--- config.mk ---
export PLATFORM = sky130hd
export DESIGN_NAME = csr_trap_unit
export DESIGN_NICKNAME = d
export VERILOG_FILES = /design/src/rtl/csr_trap_unit_pkg.sv /design/src/rtl/csr_trap_unit_counter.sv /design/src/rtl/csr_trap_unit.sv
export SDC_FILE = /design/constraint.sdc
export NUM_CORES = 1
export LEC_CHECK = 0
export ABC_AREA = 1
export ABC_CLOCK_PERIOD_IN_PS = 2500
export BUFFER_PORTS_ARGS = -buffer_cell sky130_fd_sc_hd__buf_2
export CAP_MARGIN = 30
export CORE_MARGIN = 2
export CORE_UTILIZATION = 28
export CTS_CLUSTER_DIAMETER = 80
export DETAILED_ROUTE_END_ITERATION = 8
export GPL_TIMING_DRIVEN = 0
export REMOVE_ABC_BUFFERS = 1
export SLEW_MARGIN = 30
export SYNTH_ARGS = -nofsm -noshare
export SYNTH_HDL_FRONTEND = slang
export SYNTH_SLANG_ARGS = --single-unit
--- constraint.sdc ---
create_clock -name clk -period 2.5 [get_ports clk]
set_input_delay 0.125 -clock clk [delete_from_list [all_inputs] [get_ports clk]]
set_output_delay 0.125 -clock clk [all_outputs]
set_load 0.05 [all_outputs]
--- src/rtl/csr_trap_unit_pkg.sv ---
// Shared CSR op encoding, machine-mode CSR addresses and field indices
// used by the CSR/trap unit and the decoder.
package csr_trap_unit_pkg;

    typedef enum logic [1:0] {
        CSR_NONE  = 2'b00,
        CSR_WRITE = 2'b01,
        CSR_SET   = 2'b10,
        CSR_CLEAR = 2'b11
    } csr_op_e;

    typedef enum logic [1:0] {
        MTVEC_DIRECT   = 2'b00,
        MTVEC_VECTORED = 2'b01
    } mtvec_mode_e;

    localparam logic [11:0] CSR_MSTATUS   = 12'h300;
    localparam logic [11:0] CSR_MIE       = 12'h304;
    localparam logic [11:0] CSR_MTVEC     = 12'h305;
    localparam logic [11:0] CSR_MSCRATCH  = 12'h340;
    localparam logic [11:0] CSR_MEPC      = 12'h341;
    localparam logic [11:0] CSR_MCAUSE    = 12'h342;
    localparam logic [11:0] CSR_MIP       = 12'h344;
    localparam logic [11:0] CSR_MHARTID   = 12'hF14;
    localparam logic [11:0] CSR_MCYCLE    = 12'hB00;
    localparam logic [11:0] CSR_MINSTRET  = 12'hB02;
    localparam logic [11:0] CSR_MCYCLEH   = 12'hB80;
    localparam logic [11:0] CSR_MINSTRETH = 12'hB82;

    localparam int unsigned MSTATUS_MIE    = 3;
    localparam int unsigned MSTATUS_MPIE   = 7;
    localparam int unsigned MCAUSE_IRQ_BIT = 31;
    localparam int unsigned IRQ_BASE       = 16;

endpackage

--- src/rtl/csr_trap_unit_counter.sv ---
// Free-running counter with 32-bit half writes; a write to either half
// suppresses the increment for that cycle.
module csr_counter #(
    parameter int WIDTH = 64
) (
    input  logic             clk,
    input  logic             rst_n,
    input  logic             inc,
    input  logic             wr_lo,
    input  logic             wr_hi,
    input  logic [31:0]      wdata,
    output logic [WIDTH-1:0] count
);

    generate
        if (WIDTH > 32) begin : g_wide
            always_ff @(posedge clk or negedge rst_n) begin
                if (!rst_n) begin
                    count <= '0;
                end else if (wr_lo || wr_hi) begin
                    if (wr_lo) count[31:0] <= wdata;
                    if (wr_hi) count[WIDTH-1:32] <= wdata[WIDTH-33:0];
                end else if (inc) begin
                    count <= count + WIDTH'(1);
                end
            end
        end else begin : g_narrow
            // A single half exists, so either write strobe replaces it.
            always_ff @(posedge clk or negedge rst_n) begin
                if (!rst_n) begin
                    count <= '0;
                end else if (wr_lo || wr_hi) begin
                    count <= wdata;
                end else if (inc) begin
                    count <= count + WIDTH'(1);
                end
            end
        end
    endgenerate

endmodule

--- src/rtl/csr_trap_unit.sv ---
// Machine-mode CSR file with trap entry/mret, interrupt masking,
// vectored mtvec and cycle/instret counters.
module csr_trap_unit
    import csr_trap_unit_pkg::*;
#(
    parameter logic [31:0] TVEC_ADDRESS = 32'h0,
    parameter int          NUM_IRQ      = 4,
    parameter int          CNT_WIDTH    = 64,
    parameter logic [31:0] HART_ID      = 32'h0
) (
    input  logic               clk,
    input  logic               rst_n,
    input  logic [1:0]         op_i,
    input  logic [11:0]        addr_i,
    input  logic [31:0]        wdata_i,
    output logic [31:0]        rdata_o,
    output logic               illegal_o,
    input  logic               retire_i,
    input  logic [NUM_IRQ-1:0] irq_i,
    input  logic               trap_i,
    input  logic               trap_is_irq_i,
    input  logic [4:0]         trap_cause_i,
    input  logic [31:0]        pc_i,
    input  logic               mret_i,
    output logic [31:0]        epc_o,
    output logic [31:0]        tvec_o,
    output logic               irq_pending_o,
    output logic [4:0]         irq_cause_o
);

    csr_op_e              op;
    logic                 mie_q, mpie_q;
    logic [NUM_IRQ-1:0]   mie_en_q, mip_q, pend;
    logic [31:0]          mtvec_q, mscratch_q, mepc_q, mtvec_base;
    logic                 mcause_irq_q;
    logic [4:0]           mcause_code_q, cause_c;
    logic [CNT_WIDTH-1:0] mcycle, minstret;
    logic [31:0]          cyc_hi, ins_hi, wval;
    logic                 impl, ro, wr_en;

    assign op = csr_op_e'(op_i);

    always_comb begin
        impl    = 1'b1;
        ro      = 1'b0;
        rdata_o = '0;
        case (addr_i)
            CSR_MSTATUS: begin
                rdata_o[12:11]        = 2'b11;
                rdata_o[MSTATUS_MIE]  = mie_q;
                rdata_o[MSTATUS_MPIE] = mpie_q;
            end
            CSR_MIE:      rdata_o[IRQ_BASE +: NUM_IRQ] = mie_en_q;
            CSR_MTVEC:    rdata_o = mtvec_q;
            CSR_MSCRATCH: rdata_o = mscratch_q;
            CSR_MEPC:     rdata_o = mepc_q;
            CSR_MCAUSE: begin
                rdata_o[MCAUSE_IRQ_BIT] = mcause_irq_q;
                rdata_o[4:0]            = mcause_code_q;
            end
            CSR_MIP: begin
                rdata_o[IRQ_BASE +: NUM_IRQ] = mip_q;
                ro = 1'b1;
            end
            CSR_MHARTID: begin
                rdata_o = HART_ID;
                ro = 1'b1;
            end
            CSR_MCYCLE:    rdata_o = mcycle[31:0];
            CSR_MINSTRET:  rdata_o = minstret[31:0];
            CSR_MCYCLEH:   if (CNT_WIDTH == 64) rdata_o = cyc_hi; else impl = 1'b0;
            CSR_MINSTRETH: if (CNT_WIDTH == 64) rdata_o = ins_hi; else impl = 1'b0;
            default:       impl = 1'b0;
        endcase
    end

    assign illegal_o = (op != CSR_NONE) && (!impl || ro);
    assign wr_en     = (op != CSR_NONE) && !illegal_o;

    always_comb begin
        case (op)
            CSR_WRITE: wval = wdata_i;
            CSR_SET:   wval = rdata_o | wdata_i;
            CSR_CLEAR: wval = rdata_o & ~wdata_i;
            default:   wval = rdata_o;
        endcase
    end

    assign pend = mip_q & mie_en_q;

    always_comb begin
        logic found;
        found   = 1'b0;
        cause_c = '0;
        for (int unsigned i = 0; i < NUM_IRQ; i++) begin
            if (pend[i] && !found) begin
                found   = 1'b1;
                cause_c = 5'(IRQ_BASE + i);
            end
        end
    end

    assign mtvec_base = {mtvec_q[31:2], 2'b00};
    assign tvec_o = (mtvec_q[1:0] == MTVEC_VECTORED && trap_is_irq_i)
                  ? mtvec_base + {25'b0, trap_cause_i, 2'b00} : mtvec_base;
    assign epc_o  = mepc_q;

    // Priority on shared state: trap > mret > CSR write.
    always_ff @(posedge clk or negedge rst_n) begin
        if (!rst_n) begin
            mie_q         <= 1'b0;
            mpie_q        <= 1'b0;
            mie_en_q      <= '0;
            mip_q         <= '0;
            mtvec_q       <= TVEC_ADDRESS;
            mscratch_q    <= '0;
            mepc_q        <= '0;
            mcause_irq_q  <= 1'b0;
            mcause_code_q <= '0;
            irq_pending_o <= 1'b0;
            irq_cause_o   <= '0;
        end else begin
            mip_q         <= irq_i;
            irq_pending_o <= mie_q & (|pend);
            irq_cause_o   <= cause_c;

            if (wr_en) begin
                case (addr_i)
                    CSR_MIE:      mie_en_q   <= wval[IRQ_BASE +: NUM_IRQ];
                    CSR_MTVEC:    mtvec_q    <= {wval[31:2], (wval[1:0] == MTVEC_VECTORED) ? MTVEC_VECTORED : MTVEC_DIRECT};
                    CSR_MSCRATCH: mscratch_q <= wval;
                    default: ;
                endcase
            end

            if (trap_i) begin
                mpie_q <= mie_q;
                mie_q  <= 1'b0;
            end else if (mret_i) begin
                mie_q  <= mpie_q;
                mpie_q <= 1'b1;
            end else if (wr_en && addr_i == CSR_MSTATUS) begin
                mie_q  <= wval[MSTATUS_MIE];
                mpie_q <= wval[MSTATUS_MPIE];
            end

            if (trap_i) begin
                mepc_q        <= pc_i & ~32'h3;
                mcause_irq_q  <= trap_is_irq_i;
                mcause_code_q <= trap_cause_i;
            end else if (wr_en && addr_i == CSR_MEPC) begin
                mepc_q <= wval & ~32'h3;
            end else if (wr_en && addr_i == CSR_MCAUSE) begin
                mcause_irq_q  <= wval[MCAUSE_IRQ_BIT];
                mcause_code_q <= wval[4:0];
            end
        end
    end

    csr_counter #(.WIDTH(CNT_WIDTH)) u_mcycle (
        .clk   (clk),
        .rst_n (rst_n),
        .inc   (1'b1),
        .wr_lo (wr_en && addr_i == CSR_MCYCLE),
        .wr_hi (wr_en && addr_i == CSR_MCYCLEH),
        .wdata (wval),
        .count (mcycle)
    );

    csr_counter #(.WIDTH(CNT_WIDTH)) u_minstret (
        .clk   (clk),
        .rst_n (rst_n),
        .inc   (retire_i),
        .wr_lo (wr_en && addr_i == CSR_MINSTRET),
        .wr_hi (wr_en && addr_i == CSR_MINSTRETH),
        .wdata (wval),
        .count (minstret)
    );

    generate
        if (CNT_WIDTH == 64) begin : g_hi
            assign cyc_hi = mcycle[CNT_WIDTH-1:32];
            assign ins_hi = minstret[CNT_WIDTH-1:32];
        end else begin : g_no_hi
            assign cyc_hi = '0;
            assign ins_hi = '0;
        end
    endgenerate

endmodule
Yosys cells after proc, flatten, opt, wreduce, memory -nomap -nowiden. Cells that the tools add are included.

Bits in registers: 246. Word-level logic and storage cells: 124. Input bits: 93. Output and inout port bits: 103.

Muxes and demuxes: 44. Reduce and logical (&&, ||, !) cells: 35. Add/sub/neg operators: 3. Equal/unequal tests: 22. Bitwise logic cells: 5.

Operators by type and width (count): 32-bit two-way mux (7); 64-bit two-way mux (3); 64-bit by 1-bit adder with 64-bit output (second input constant) (2); 32-bit one-hot mux with 3 select lines (1); 12-bit by 10-bit equality test with 1-bit output (second input constant) (7); 11-bit one-hot mux with 7 select lines (1); 12-bit equality test (second input constant) (5); 3-bit one-hot mux with 7 select lines (2); 4-bit one-hot mux with 9 select lines (1); 5-bit two-way mux (7); 32-bit by 7-bit adder with 32-bit output (1); 32-bit AND (1); 32-bit NOT (1); 32-bit bitwise OR (1); 1-bit one-hot mux with 8 select lines (3); 3-bit one-hot mux with 8 select lines (1); 2-bit one-hot mux with 8 select lines (1); 1-bit two-way mux (15); 2-bit one-hot mux with 7 select lines (1); 1-bit logical AND (13); 2-bit AND reduction (6); 12-bit OR reduction (1); 1-bit one-hot mux with 9 select lines (1); 2-bit by 1-bit inequality test with 1-bit output (second input constant) (4); 11 further kinds (23).

Logic depth before layout (Yosys ltp). Gate-level depths: netlist (run 1).

Word-level depth: 12. Mapped depth: 17. Gate-level depth less buffers: 15.

Hierarchy. Synthesis (run 1) repeated with hierarchy kept, for this count alone.

Cell total of the unflattened synthesis: 2981. Area, all modules: 18290.0 µm².

By module, submodules not included: csr_counter (sequential area each 1601.5 µm², instances 2, area an instance 4944.7 µm², cells an instance 814); csr_trap_unit (sequential area each 2827.7 µm², instances 1, area an instance 8400.6 µm², cells an instance 1353).

Worst setup path before layout (run 1). No wires, ideal clock.

Kind: register to output. Start point: register mtvec_q[2]. End point: output tvec_o[28]. Cell stages (with the launch flop): 14. Buffers on the path: 0. Arrival time: 2.696 ns. Data required time: 2.375 ns. Setup slack: -0.321 ns. Cells stage by stage: dfrtp_1 ha_1 inv_1 fa_1 inv_1 nand3_1 nand2_1 nand2_1 nand2_1 nand3_1 nor2_1 nand2_1 nor3_1 xor2_1.

Word-level cells in the longest chain between the ends: 2.

RTL lines: from (decl) (line csr_trap_unit.sv:34) `logic [31:0] mtvec_q, mscratch_q, mepc_q, mtvec_base;`; from (signal assigned) (line csr_trap_unit.sv:130) `CSR_MTVEC: mtvec_q <= {wval[31:2], (wval[1:0] == MTVEC_VECTORED) ? MTVEC_VECTORED : MTVEC_DIRECT};`; 32-bit by 7-bit adder with 32-bit output (line csr_trap_unit.sv:105) `? mtvec_base + {25'b0, trap_cause_i, 2'b00} : mtvec_base;`; 32-bit two-way mux (line csr_trap_unit.sv:105); to (decl) (line csr_trap_unit.sv:26) `output logic [31:0] tvec_o,`.

No other way between the ends.

Worst setup path after layout (run 1).
Start point: register mtvec_q[2]. End point: output tvec_o[22].

Same word-level chain as after synthesis.

==> results.md, run 1 <==
* Status: complete, but fails checks
* Failing checks: setup timing
* Global-route usage over all layers at 26.3%
* Dpl hpwl at 69.8 mm
* Layout area overhead at 24.2%
* Syn. warnings at 0
* Startpoint types: flop
* Vias per cell at 5.19
* #FFs+latches synth at 241
* First-pass GRT wire length at 136 mm
* Worst Reg-to-Reg Cells at 8
* Distinct cells, synth at 40
* Post-synthesis area per instance at 6.01 um2
* Worst Hold Class: primary input to async pin
* Final Hold Viols at 0
* Critical path arrival at 2.93 ns
* Final Routed Wirelength at 93.7 mm
* Die height at 262 um
* Share of the synthesized area in the top cell type at 32.3%
* Num rows at 94
* VDD IR max at 0.467 mV
* IO Pins at 196
* WS Path Type: flop to primary output
* Pleak at 11.7 nW
* Initial antenna violation count at 1
* H-tree depth at 1
* Worst reg2reg path endpoint: mscratch_q[23]
* Post-Syn Area at 18700 um2
* Iteration-0 DRC Markers at 2682
* Vias at 22000
* Die area at 68800 um2
* Commonest cells post-synth: nand2_1, nor2_1, nand3_1
* Initial Util at 28.3%
* Final Critical Period at 3.06 ns
* Worst rel slew slack at 37.9%
* Synth top area cells: dfrtp_1, nand2_1, nand3_1, nor2_1, inv_1
* Worst-Skew Late Latency at 0.59 ns
* Fmax achieved at 327 MHz
* Reg area at 6040 um2
* Setup TNS at -8.79 ns
* Final setup vio count at 26
* Die width at 262 um
* Multi-input combinational cell area at 11800 um2
* Ys flop type: dfrtp_1
* First-pass detailed-route iteration total at 5
* Core footprint at 66000 um2
* Async set-reset flop share out of synthesis at 100%
* RSZ-0062 raised after global routing: true
* Post-synthesis sequential area ratio at 32.3%
* Overflow after GRT at 0
* Nets at 3448
* Number of flops mapped to enable cells by yosys at 0
* Gp weighted congestion at 1.01
* Fin worst setup slack at -0.556 ns
* Crit Path Max Fanout at 2
* Vias in the first global route at 20600
* Count leader, synth: nand2_1
* Root Driver: clkbuf_16
* Yosys top cell by area: dfrtp_1
* Wire per inst at 22.1 um
* WP data required at 2.38 ns
* R2R Path Start: mtvec_q[23]
* Cells after Synth at 3112
* WHS at 0.0451 ns
* CTS tree: done
* TritonCTS Buffers at 29
* Setup Skew at 0.0144 ns
* Post-route DRC violation count at 0
* # port buffers at 187
* CTS Sinks at 241
* Setup slack, reg-to-reg at 0.13 ns
* Final ANT Viol Nets at 0
* Layout cells sized above 1 at 14.2%
* CTS max path bufs at 3
* Slew Limit Fails at 0
* Number of max-cap violations at 0
* Worst Tran Pin Value at 0.931 ns
* Crit. End Element: primary output
* PD cells at 435 nW/um2
* Final clock period utilization by the worst path at 122%
* Layout fillers at 7244
* Clk pin slew, worst setup/hold paths at 0.07 ns
* Pin count of the biggest net entering global routing at 79
-- metrics by stage --
step | worst slack [ns] | std cells | power, mW | utilization (%) | instance area (um2)
floorplan | -2.45 | 2998 | 4.84 | - | 18100
global placement | -5.89 | 4049 | 5.38 | 30.5 | 20100
detailed placement | -2.05 | 4061 | 5.43 | 31.0 | 20500
CTS | -0.573 | 4214 | 10.1 | 34.6 | 22800
global route | -0.652 | 4234 | 10.4 | 35.2 | 23200
finish | -0.556 | 4234 | 10.1 | 35.2 | 23200
-- kinds of logic (layout without fill, tap and decap cells) --
logic type | count (synthesis) | in the layout | synth area share, %
other cells | 1 | 7 | 0.0201
flops | 241 | 241 | 32.3
xor+xnor | 129 | 129 | 6.04
compound gates | 156 | 157 | 4.42
fa+ha+maj | 8 | 8 | 0.576
simple gates | 2206 | 2213 | 48.4
buf+inv | 371 | 615 | 8.25
-- layout make-up --
| type | count | area share (%) |
|---|---|---|
| multi-input combinational | 2513 | 50.9 |
| sequential | 241 | 26.0 |
| clock buffer | 40 | 3.65 |
| inverter | 252 | 4.13 |
| timing repair buffer | 310 | 10.0 |
| tap | 864 | 4.66 |
| antenna | 1 | 0.0108 |
| clock inverter | 13 | 0.647 |
-- report_power, final --
part | switching, mW | internal (mW)
combinational | 0.996 | 0.398
clock | 1.87 | 2.67
sequential | 0.153 | 4.01
total | 3.01 | 7.07
-- how the worst max path moves through the flow --
stage          slack, ns       start              endpoint  cells past startpoint
2_1_floorplan      -2.45   addr_i[9]   u_minstret.count[0]                     11
3_3_place_gp       -5.89   addr_i[9]  u_minstret.count[59]                     12
3_5_place_dp       -2.05   addr_i[9]  u_minstret.count[16]                     13
4_1_cts            -0.57  mtvec_q[2]            tvec_o[30]                     15
5_1_grt            -0.65  mtvec_q[2]            tvec_o[22]                     14
6_report           -0.56  mtvec_q[2]            tvec_o[22]                     14
-- state kept, by name, indices dropped and copies added (netlist names), 3 cells and up --
register / flops
mtvec_q: 31
epc_o: 30
mscratch_q: 32
mip_q: 4
mie_en_q: 4
irq_cause_o: 3
u_minstret.count: 64
mcause_code_q: 5
u_mcycle.count: 64
-- routing by layer --
layer  GRT usage [%]  vias up  part of all wire [%]
met3            5.20      209                    10
met5               0        -                     0
met1            36.0    10400                    42
met4            9.86        0                   4.6
met2            40.8     1126                    43
li1                -    10200                     -
-- worst max-delay path, stage by stage (launching register included) --
cell	delay, ns
dfrtp_1	0.38
ha_2	0.20
inv_2	0.05
fa_2	0.32
inv_2	0.08
nand3_2	0.08
nand2_2	0.10
nand2_4	0.06
nand2_4	0.08
nand4_1	0.14
nor2_4	0.19
nand2_2	0.09
nor2_4	0.11
xor2_1	0.21
buf_4	0.24
-- layout by cell type (no fill, tap or decap), types with 52 or more instances in the layout --
cell     Yosys  routed
nor2_1     310     281
nand4_1     52      52
xor2_1     101      97
nand2_1   1448    1427
buf_2       45     161
nand3_1    271     264
inv_1      239     232
dfrtp_1    241     237
nor3_1      69      59
buf_4       20      71
o21ai_0     96      95
-- repair_timing --
action	CTS	global route
gates cloned	7	1
setup endpoints to repair	282	152
setup buffers	48	18
hold buffers	46	0
endpoints found under the hold margin	219	0
pin swaps	28	19
gates resized for setup	108	56
(Power assumes the default switching activity.)
==> run 2, diff against run 1 <==
--- a/config.mk
+++ b/config.mk
@@ -7,7 +7,7 @@
 export LEC_CHECK = 0
 export ABC_AREA = 1
 export ABC_CLOCK_PERIOD_IN_PS = 2500
-export BUFFER_PORTS_ARGS = -buffer_cell sky130_fd_sc_hd__buf_2
+export BUFFER_PORTS_ARGS = -buffer_cell sky130_fd_sc_hd__buf_4
 export CAP_MARGIN = 30
 export CORE_MARGIN = 2
 export CORE_UTILIZATION = 28
==> results.md, run 2 (synthesis results as in run 1) <==
* Core footprint at 66000 um2 (unchanged)
* Number of max-cap violations at 0 (unchanged)
* Die width at 262 um (unchanged)
* CTS max path bufs at 3 (unchanged)
* IO Pins at 196 (unchanged)
* Crit. End Element: primary output
* Largest regs: u_mcycle.count (64), u_minstret.count (64), mscratch_q (32)
* # port buffers at 187 (unchanged)
* Worst-Skew Late Latency at 0.60 ns (about the same)
* Startpoint types: flop
* Dpl hpwl at 69.7 mm (-0.13%)
* Die area at 68800 um2 (unchanged)
* Vias in the first global route at 20200 (-1.7%)
* Wire per inst at 22.2 um (+0.36%)
* Clk pin slew, worst setup/hold paths at 0.06 ns (about the same)
* Final Critical Period at 3.04 ns (-0.0166 ns)
* Status: complete, but fails checks
* Dpl cells at 4062 (+0.025%)
* Post-route DRC violation count at 0 (unchanged)
* Gp weighted congestion at 1.02 (+0.79%)
* Worst Tran Pin Value at 1.03 ns (+0.0962 ns)
* Layout area overhead at 26.9%
* Overflow after GRT at 0 (unchanged)
* Final Routed Wirelength at 93.8 mm (+0.19%)
* PD cells at 439 nW/um2 (+0.93%)
* Fmax achieved at 329 MHz (+0.55%)
* HP Start: retire_i
* Diode count at 0 (-1)
* CTS tree: done
* Critical path arrival at 2.91 ns (-0.02 ns)
* H-tree depth at 1 (unchanged)
* Vias at 21700 (-1.0%)
* Global-route usage over all layers at 26.4% (+0.16 points)
* Commonest non-fill, non-tap cells in the layout: nand2_1, nor2_1, nand3_1, dfrtp_1, inv_1
* RSZ-0062 raised after global routing: true
* Slew Limit Fails at 0 (unchanged)
* Pleak at 11.8 nW (+1.3%)
* Final setup vio count at 26 (unchanged)
* Vias per cell at 5.14 (-0.84%)
* Commonest non-fill, non-tap cell in the layout: nand2_1
* TritonCTS Buffers at 30 (+3.4%)
* First-pass detailed-route iteration total at 6 (+1)
* Worst Setup SP: mtvec_q[2]
* Root Driver: clkbuf_16
* Final ANT Viol Nets at 0 (unchanged)
* Final clock period utilization by the worst path at 122% (-0.66 points)
* Fin worst setup slack at -0.540 ns (+0.0166 ns)
* First-pass GRT wire length at 136 mm (-0.27%)
* Nets at 3441 (-0.20%)
* WP data required at 2.38 ns (about the same)
* Power, Total at 10.4 mW (+3.1%)
* VDD IR max at 0.519 mV (+11%)
* R2R Path Start: u_mcycle.count[0]
* Failing checks: setup timing
* Pin count of the biggest net entering global routing at 79 (unchanged)
* Iteration-0 DRC Markers at 2642 (-1.5%)
* CTS Sinks at 241 (unchanged)
* Setup Skew at 0.0198 ns (+0.00538 ns)
* Final Hold Viols at 0 (unchanged)
* Initial Util at 28.3% (unchanged)
* Final Instance Count excl. Fillers at 4227 (-0.17%)
* Die height at 262 um (unchanged)
* Layout cells sized above 1 at 13.9% (-0.27 points)
* Worst rel slew slack at 31.3% (-6.6 points)
* WS Path Type: flop to primary output
* Crit Path Max Fanout at 2 (unchanged)
* Initial antenna violation count at 1 (unchanged)
* Worst Hold Class: primary input to flop
* Num rows at 94 (unchanged)
run 2: changes by cell type in the layout (fill, tap and decap cells not counted), moves of 5 or more:
cell,delta
buf_2,-161
xor2_1,-5
buf_6,+10
buf_4,+143
xor2_2,+5
run 2: critical path, cell delays in order, from the launching register on:
cell and delay, ns:
dfrtp_1 0.39, ha_2 0.19, inv_2 0.06, fa_2 0.19, inv_2 0.04, nand3_2 0.05
nand2_2 0.06, buf_4 0.14, buf_6 0.10, buf_4 0.12, buf_4 0.12, buf_4 0.12
buf_4 0.12, buf_4 0.12, buf_4 0.13, nor2_2 0.09, o22ai_1 0.09, buf_4 0.20
run 2: final cells by class:
class / count / area, um2
clock buffer: 43 / 891
clock inverter: 12 / 173
fill: 7145 / 42300
inverter: 252 / 965
multi-input combinational: 2512 / 11900
sequential: 241 / 6040
tap: 864 / 1080
timing repair buffer: 303 / 2710
run 2: final timing paths:
check,end,slack [ns],cells after the start
min reg2reg,mcause_code_q[1],0.48,2
max reg2reg,u_mcycle.count[54],0.13,11
min in group asynchronous,epc_o[11],0.04,2
min,u_minstret.count[55],0.01,4
max,tvec_o[6],-0.54,17
max in group asynchronous,u_mcycle.count[57],1.37,4
run 2: metal layers:
| layer | global-route usage, % | up-vias | wire length, um |
|---|---|---|---|
| li1 | - | 10200 | - |
| met1 | 36.8 | 10200 | 40200 |
| met2 | 40.6 | 1169 | 40500 |
| met3 | 5.03 | 161 | 9250 |
| met4 | 9.40 | 0 | 3860 |
| met5 | 0 | - | 0 |
run 2: per-stage QoR:
stage | area [um2] | setup slack, ns | utilization (%) | hold slack [ns] | TNS (ns)
floorplan | 18100 | -2.45 | - | -0.171 | -221.35
global placement | 20600 | -5.86 | 31.2 | 0.236 | -1011.44
detailed placement | 21000 | -2.04 | 31.8 | 0.0784 | -366.72
CTS | 23500 | -0.588 | 35.6 | 0.00866 | -9.83
global route | 23700 | -0.627 | 35.9 | 0.0364 | -11.33
finish | 23700 | -0.540 | 35.9 | 0.0146 | -8.89
run 2: what timing repair did:
| action | 4_1_cts | 5_1_grt |
|---|---|---|
| setup endpoints to repair | 286 | 203 |
| hold endpoints to repair | 149 | 0 |
| hold buffers | 47 | 0 |
| gates resized for setup | 111 | 47 |
| setup buffers | 45 | 14 |
| pin swaps | 30 | 22 |
| cloned | 6 | 1 |
run 2: where the power goes:
part	internal [mW]	leakage, nW	total (mW)	switching [mW]
registers	4.01	3.19	4.16	0.153
clock network	2.88	0.525	4.79	1.91
logic	0.462	8.10	1.45	0.987
total	7.35	11.8	10.4	3.05
